$ cat src/rtl/iram_uart_loader.sv
// UART-fed instruction RAM loader: receives a framed program image and writes
// 24-bit words into the iRAM while holding the CPU off through load_active.
module iram_uart_loader #(
    parameter int         CLK_FREQ       = 100000000,
    parameter int         BAUD           = 115200,
    parameter logic [7:0] SYNC_BYTE      = 8'hA5,
    parameter int         TIMEOUT_CYCLES = 2000000
) (
    input  logic        clk,
    input  logic        rst,
    input  logic        uart_rx,
    output logic        load_active,
    output logic        iram_we,
    output logic [7:0]  iram_addr,
    output logic [23:0] iram_data,
    output logic [7:0]  words_written,
    output logic        done,
    output logic        error
);
    localparam int CLKS_PER_BIT = CLK_FREQ / BAUD;
    localparam int HALF_BIT     = CLKS_PER_BIT / 2;
    localparam int BW           = $clog2(CLKS_PER_BIT + 1);
    localparam int TW           = $clog2(TIMEOUT_CYCLES + 1);

    typedef enum logic [1:0] {RX_IDLE, RX_START, RX_DATA, RX_STOP} rx_state_t;
    typedef enum logic [1:0] {IDLE, COUNT, DATA, CHECK} state_t;

    rx_state_t     rx_state, rx_state_next;
    logic          rx_meta, rx_sync, rx_prev;
    logic [BW-1:0] bit_cnt, bit_cnt_next;
    logic [2:0]    bit_idx, bit_idx_next;
    logic [7:0]    rx_byte, rx_byte_next;
    logic          byte_valid, byte_valid_next;
    logic          frame_err, frame_err_next;

    state_t        state, state_next;
    logic [8:0]    remaining, remaining_next;
    logic [1:0]    byte_idx, byte_idx_next;
    logic [15:0]   assembly, assembly_next;
    logic [7:0]    checksum, checksum_next;
    logic [TW-1:0] tcnt, tcnt_next;
    logic          load_next, we_next, done_next, error_next;
    logic [7:0]    addr_next, words_next;
    logic [23:0]   data_next;

    always_ff @(posedge clk) begin
        if (rst) begin
            rx_meta       <= 1'b1;
            rx_sync       <= 1'b1;
            rx_prev       <= 1'b1;
            rx_state      <= RX_IDLE;
            bit_cnt       <= '0;
            bit_idx       <= '0;
            rx_byte       <= '0;
            byte_valid    <= 1'b0;
            frame_err     <= 1'b0;
            state         <= IDLE;
            remaining     <= '0;
            byte_idx      <= '0;
            assembly      <= '0;
            checksum      <= '0;
            tcnt          <= '0;
            load_active   <= 1'b0;
            iram_we       <= 1'b0;
            iram_addr     <= '0;
            iram_data     <= '0;
            words_written <= '0;
            done          <= 1'b0;
            error         <= 1'b0;
        end else begin
            rx_meta       <= uart_rx;
            rx_sync       <= rx_meta;
            rx_prev       <= rx_sync;
            rx_state      <= rx_state_next;
            bit_cnt       <= bit_cnt_next;
            bit_idx       <= bit_idx_next;
            rx_byte       <= rx_byte_next;
            byte_valid    <= byte_valid_next;
            frame_err     <= frame_err_next;
            state         <= state_next;
            remaining     <= remaining_next;
            byte_idx      <= byte_idx_next;
            assembly      <= assembly_next;
            checksum      <= checksum_next;
            tcnt          <= tcnt_next;
            load_active   <= load_next;
            iram_we       <= we_next;
            iram_addr     <= addr_next;
            iram_data     <= data_next;
            words_written <= words_next;
            done          <= done_next;
            error         <= error_next;
        end
    end

    // Receiver: start bit re-checked at half a bit, then every sample lands mid-bit.
    always_comb begin
        rx_state_next   = rx_state;
        bit_cnt_next    = bit_cnt;
        bit_idx_next    = bit_idx;
        rx_byte_next    = rx_byte;
        byte_valid_next = 1'b0;
        frame_err_next  = 1'b0;
        unique case (rx_state)
            RX_IDLE: begin
                bit_cnt_next = '0;
                if (rx_prev && !rx_sync) rx_state_next = RX_START;
            end
            RX_START: begin
                if (bit_cnt == BW'(HALF_BIT - 1)) begin
                    bit_cnt_next  = '0;
                    bit_idx_next  = '0;
                    rx_state_next = rx_sync ? RX_IDLE : RX_DATA;
                end else begin
                    bit_cnt_next = bit_cnt + 1'b1;
                end
            end
            RX_DATA: begin
                if (bit_cnt == BW'(CLKS_PER_BIT - 1)) begin
                    bit_cnt_next = '0;
                    rx_byte_next = {rx_sync, rx_byte[7:1]};
                    bit_idx_next = bit_idx + 1'b1;
                    if (bit_idx == 3'd7) rx_state_next = RX_STOP;
                end else begin
                    bit_cnt_next = bit_cnt + 1'b1;
                end
            end
            RX_STOP: begin
                if (bit_cnt == BW'(CLKS_PER_BIT - 1)) begin
                    bit_cnt_next    = '0;
                    byte_valid_next = rx_sync;
                    frame_err_next  = !rx_sync;
                    rx_state_next   = RX_IDLE;
                end else begin
                    bit_cnt_next = bit_cnt + 1'b1;
                end
            end
        endcase
    end

    // Frame parser; the address/count advance happens in the strobe cycle's successor.
    always_comb begin
        state_next     = state;
        remaining_next = remaining;
        byte_idx_next  = byte_idx;
        assembly_next  = assembly;
        checksum_next  = checksum;
        load_next      = load_active;
        we_next        = 1'b0;
        addr_next      = iram_addr;
        data_next      = iram_data;
        words_next     = words_written;
        done_next      = done;
        error_next     = error;
        if (state == IDLE || byte_valid) tcnt_next = '0;
        else                             tcnt_next = tcnt + 1'b1;
        unique case (state)
            IDLE: begin
                if (byte_valid && rx_byte == SYNC_BYTE) begin
                    state_next    = COUNT;
                    load_next     = 1'b1;
                    done_next     = 1'b0;
                    error_next    = 1'b0;
                    words_next    = '0;
                    addr_next     = '0;
                    checksum_next = '0;
                end
            end
            COUNT: begin
                if (byte_valid) begin
                    remaining_next = (rx_byte == 8'h00) ? 9'h100 : {1'b0, rx_byte};
                    checksum_next  = checksum ^ rx_byte;
                    byte_idx_next  = '0;
                    state_next     = DATA;
                end
            end
            DATA: begin
                if (byte_valid) begin
                    assembly_next = {assembly[7:0], rx_byte};
                    checksum_next = checksum ^ rx_byte;
                    if (byte_idx == 2'd2) begin
                        we_next   = 1'b1;
                        data_next = {assembly, rx_byte};
                    end else begin
                        byte_idx_next = byte_idx + 1'b1;
                    end
                end
                if (iram_we) begin
                    addr_next      = iram_addr + 1'b1;
                    words_next     = words_written + 1'b1;
                    remaining_next = remaining - 1'b1;
                    byte_idx_next  = '0;
                    if (remaining == 9'd1) state_next = CHECK;
                end
            end
            CHECK: begin
                if (byte_valid) begin
                    if (rx_byte == checksum) done_next  = 1'b1;
                    else                     error_next = 1'b1;
                    state_next = IDLE;
                    load_next  = 1'b0;
                end
            end
        endcase
        if (state != IDLE && (frame_err || (!byte_valid && tcnt == TW'(TIMEOUT_CYCLES - 1)))) begin
            error_next = 1'b1;
            load_next  = 1'b0;
            state_next = IDLE;
        end
    end
endmodule
$ cat config.mk
export PLATFORM = sky130hd
export DESIGN_NAME = iram_uart_loader
export DESIGN_NICKNAME = d
export VERILOG_FILES = /design/src/rtl/iram_uart_loader.sv
export SDC_FILE = /design/constraint.sdc
export NUM_CORES = 1
export LEC_CHECK = 0
export CAP_MARGIN = 10
export CORE_AREA = 2 2 103 105
export DETAILED_ROUTE_END_ITERATION = 10
export DIE_AREA = 0 0 105 107
export PLACE_DENSITY_LB_ADDON = 0.05
export SETUP_SLACK_MARGIN = 0.3
export SLEW_MARGIN = 20
export SYNTH_ARGS = -nofsm -noshare
export SYNTH_HDL_FRONTEND = slang
export SYNTH_SLANG_ARGS = --single-unit
$ cat constraint.sdc
create_clock -name clk -period 2.5 [get_ports clk]
set_input_delay 0.375 -clock clk [delete_from_list [all_inputs] [get_ports clk]]
set_output_delay 0.375 -clock clk [all_outputs]
set_load 0.01 [all_outputs]
==> impl_metrics.csv <==
group,metric,value,unit
run_status,status,"complete, no violations",
synthesis,ys_top_cells_by_area,"dfxtp_1 (45%), nand2_1 (7.8%), a21oi_1 (7.4%)",
grt,grt-ovfl-total,0,
clock_tree,clock-sinks,130,
setup_path,reg2reg_to,"words_written[3]$_SDFFE_PP0P_",
routing,drt_wl_total,12640,um
synthesis,synth_area_per_cell,8.251,um^2
finish,syn_to_final_growth,20.31,%
sta,setup_viol,0,
synthesis,synthArstFlopShare,0,%
die,coreArea,0.01009,mm^2
synthesis,synth_edf_count,0,
clock_tree,clockBufferDepth,2,
synthesis,ys.flop_type,"dfxtp_1",
clock_tree,clk_pin_slew,0.06,ns
grt,grt_pass1_vias,4745,
synthesis,ys_types,56,
clock_tree,cts_hold_buf,0,
synthesis,yosys.area.top_type_share,45.19,%
synthesis,yosysTopAreaCell,"dfxtp_1",
sta,post-route-period-util,80.68,%
setup_path,worstPathRequired,2.92,ns
setup_path,timing.rr.start,"rx_byte[3]$_SDFFE_PP0P_",
clock_tree,postCtsResizedCells,0,
sta,period_needed,2.017,ns
routing,vias_per_cell,5.551,
setup_path,cp.arrival,2.43,ns
die,core.rowCount,37,
synthesis,ys_top_cells_by_count,"dfxtp_1 (130), nand2_1 (119), a21oi_1 (85)",
synthesis,synth_cells,698,
min_path,hp-class,"in2reg",
synthesis,ys_seq_area_share,45.19,%
min_path,hp-start,"rst",
power,p_total,4.518,mW
setup_path,start_kind,"register",
finish,n_antenna_cell,0,
synthesis,netlist_area,0.005759,mm^2
clock_tree,cts_made_buffers,17,
clock_tree,cts_setup_buffers,0,
power,peakVddDrop,541.9,uV
min_path,holdPathStages,4,
routing,drc,0,
min_path,min_to,"bit_cnt[1]$_SDFF_PP0_",
setup_path,crit_path_start,"rx_byte[3]$_SDFFE_PP0P_",
setup_path,r2r_slack,0.48,ns
clock_tree,root_buffer,"clkbuf_8",
setup_path,reg2regPathDepth,6,
routing,drt_iter0_markers,238,
setup_path,crit_path_end_kind,"register",
synthesis,yosysMostFrequentCell,"dfxtp_1",
place,hpwl,8500,um
sta,grt_setup_unrepaired,"true",
finish,layout.nets,757,
sta,maxSlewViolCount,0,
setup_path,crit_fanout,14,
flow_run,cap_viol_max_count,0,
setup_path,worst-setup-path-type,"reg2reg",
sta,max_slew_margin,53.57,%
die,boundaryPins,47,
routing,wl_per_cell,14.22,um
sta,final-hold-violation-count,0,
routing,vias,4935,
grt,track_usage,23.47,%
grt,grt_max_degree,46,
place,buffer_ports.inserted,46,
sta,fin_skew,0.006775,ns
die,dieArea,0.01124,mm^2
grt,antenna_found_initial,0,
synthesis,synth_warnings,0,
place,gp_congestion,0.8170,
finish,drive_gt1_share,9.163,%
routing,antenna_left,0,
clock_tree,htreeDepth,4,
die,start_util,57.07,%
clock_tree,cts_tree,"built",
synthesis,synth.net_count,715,
grt,grt_pass1_wl,21580,um
routing,first_pass_iters,6,
sta,tightest_slew,0.6964,ns
power,power_density,652.0,mW/mm^2
sta,max_freq,0.4958,GHz
clock_tree,clk_latency,0.53,ns
die,dieHeight,107,um
die,die_width,105,um
sta,tns,0,ns
power,leakage,2.326,nW
synthesis,ys_ff_latch,130,
## worst max-delay path, stage by stage, from the launching register on
cell	delay [ns]
dfxtp_1	0.46
nor4_4	0.42
a31oi_1	0.16
buf_4	0.24
nor4b_1	0.41
xnor2_1	0.16
nor2_1	0.05
## layer usage
| metal | global-route usage [%] | wire [um] | vias to the layer above |
|---|---|---|---|
| met5 | 0 | 0 | - |
| met4 | 9.143 | 192 | 0 |
| met3 | 4.681 | 505 | 15 |
| met2 | 39.75 | 5996 | 101 |
| met1 | 29.54 | 5947 | 2341 |
| li1 | - | - | 2478 |
## through the flow
stage | util [%] | cell area (um^2) | cells | worst slack, ns | hold slack [ns]
3_5_place_dp | 62.88 | 6346 | 857 | 0.3486 | 0.3932
6_report | 68.66 | 6929 | 889 | 0.4829 | 0.3665
2_1_floorplan | - | 5759 | 698 | 0.6528 | 0.3895
3_3_place_gp | 62.88 | 6346 | 857 | 0.4782 | 0.3941
4_1_cts | 68.62 | 6925 | 889 | 0.3328 | 0.3573
5_1_grt | 68.66 | 6929 | 889 | 0.2997 | 0.3715
## layout make-up
class | count | area, um^2
clock buffers | 22 | 473.0
clock inverters | 10 | 106.4
fillers | 892 | 3163
inverters | 15 | 56.30
multi-input cells | 510 | 2915
flip-flops and latches | 130 | 2603
well taps | 136 | 170.2
repair buffers | 66 | 605.6
## flip-flops by register name, summed over array words and instances (netlist names), 3 cells and up, named ones only
name	count
bit_cnt	10
remaining	9
bit_idx	3
words_written	8
iram_data	24
checksum	8
iram_addr	8
rx_byte	8
assembly	16
tcnt	21
## power by group
| group | switching (mW) | total (mW) | leakage, nW | internal [mW] |
|---|---|---|---|---|
| clock network | 0.872 | 2.39 | 0.290 | 1.51 |
| logic | 0.0358 | 0.0508 | 0.988 | 0.0149 |
| registers | 0.00381 | 2.08 | 1.05 | 2.08 |
## kinds of logic (layout without fill, tap and decap cells)
family	after synthesis	count (layout)	synth area share, %
buffers and inverters	58	113	4.258
multiplexers	4	4	0.7169
AND/OR/NAND/NOR	301	301	25.77
AO/OA/AOI/OAI	147	147	14.34
XOR/XNOR	44	44	6.691
adder cells (fa/ha/maj)	14	14	3.042
flip-flops	130	130	45.19
## how the worst max path moves through the flow
stage               cells past startpoint                             to  slack [ns]
floorplan                               6      remaining[8]$_SDFFE_PP0P_        0.65
global placement                        7      iram_addr[7]$_SDFFE_PP0P_        0.48
detailed placement                      7      iram_addr[5]$_SDFFE_PP0P_        0.35
CTS                                     7      iram_addr[5]$_SDFFE_PP0P_        0.33
global route                            9      remaining[3]$_SDFFE_PP0P_        0.30
finish                                  6  words_written[3]$_SDFFE_PP0P_        0.48
## layout by cell type, fill, tap and decap left out, types with 5 or more instances in the layout
master and count:
xnor2_1 29, nor2_1 70, nand3_1 21, clkbuf_16 16, dfxtp_1 130, and3_1 8
xor2_1 15, a21oi_1 85, inv_1 15, and4_1 5, clkdlybuf4s50_1 45, nand3b_1 9
clkbuf_8 5, ha_1 14, o21ai_0 29, clkinv_2 6, nor3_1 14, nand2_1 119
nand4_1 12, buf_4 20
Power figures use the tool's default switching activity.
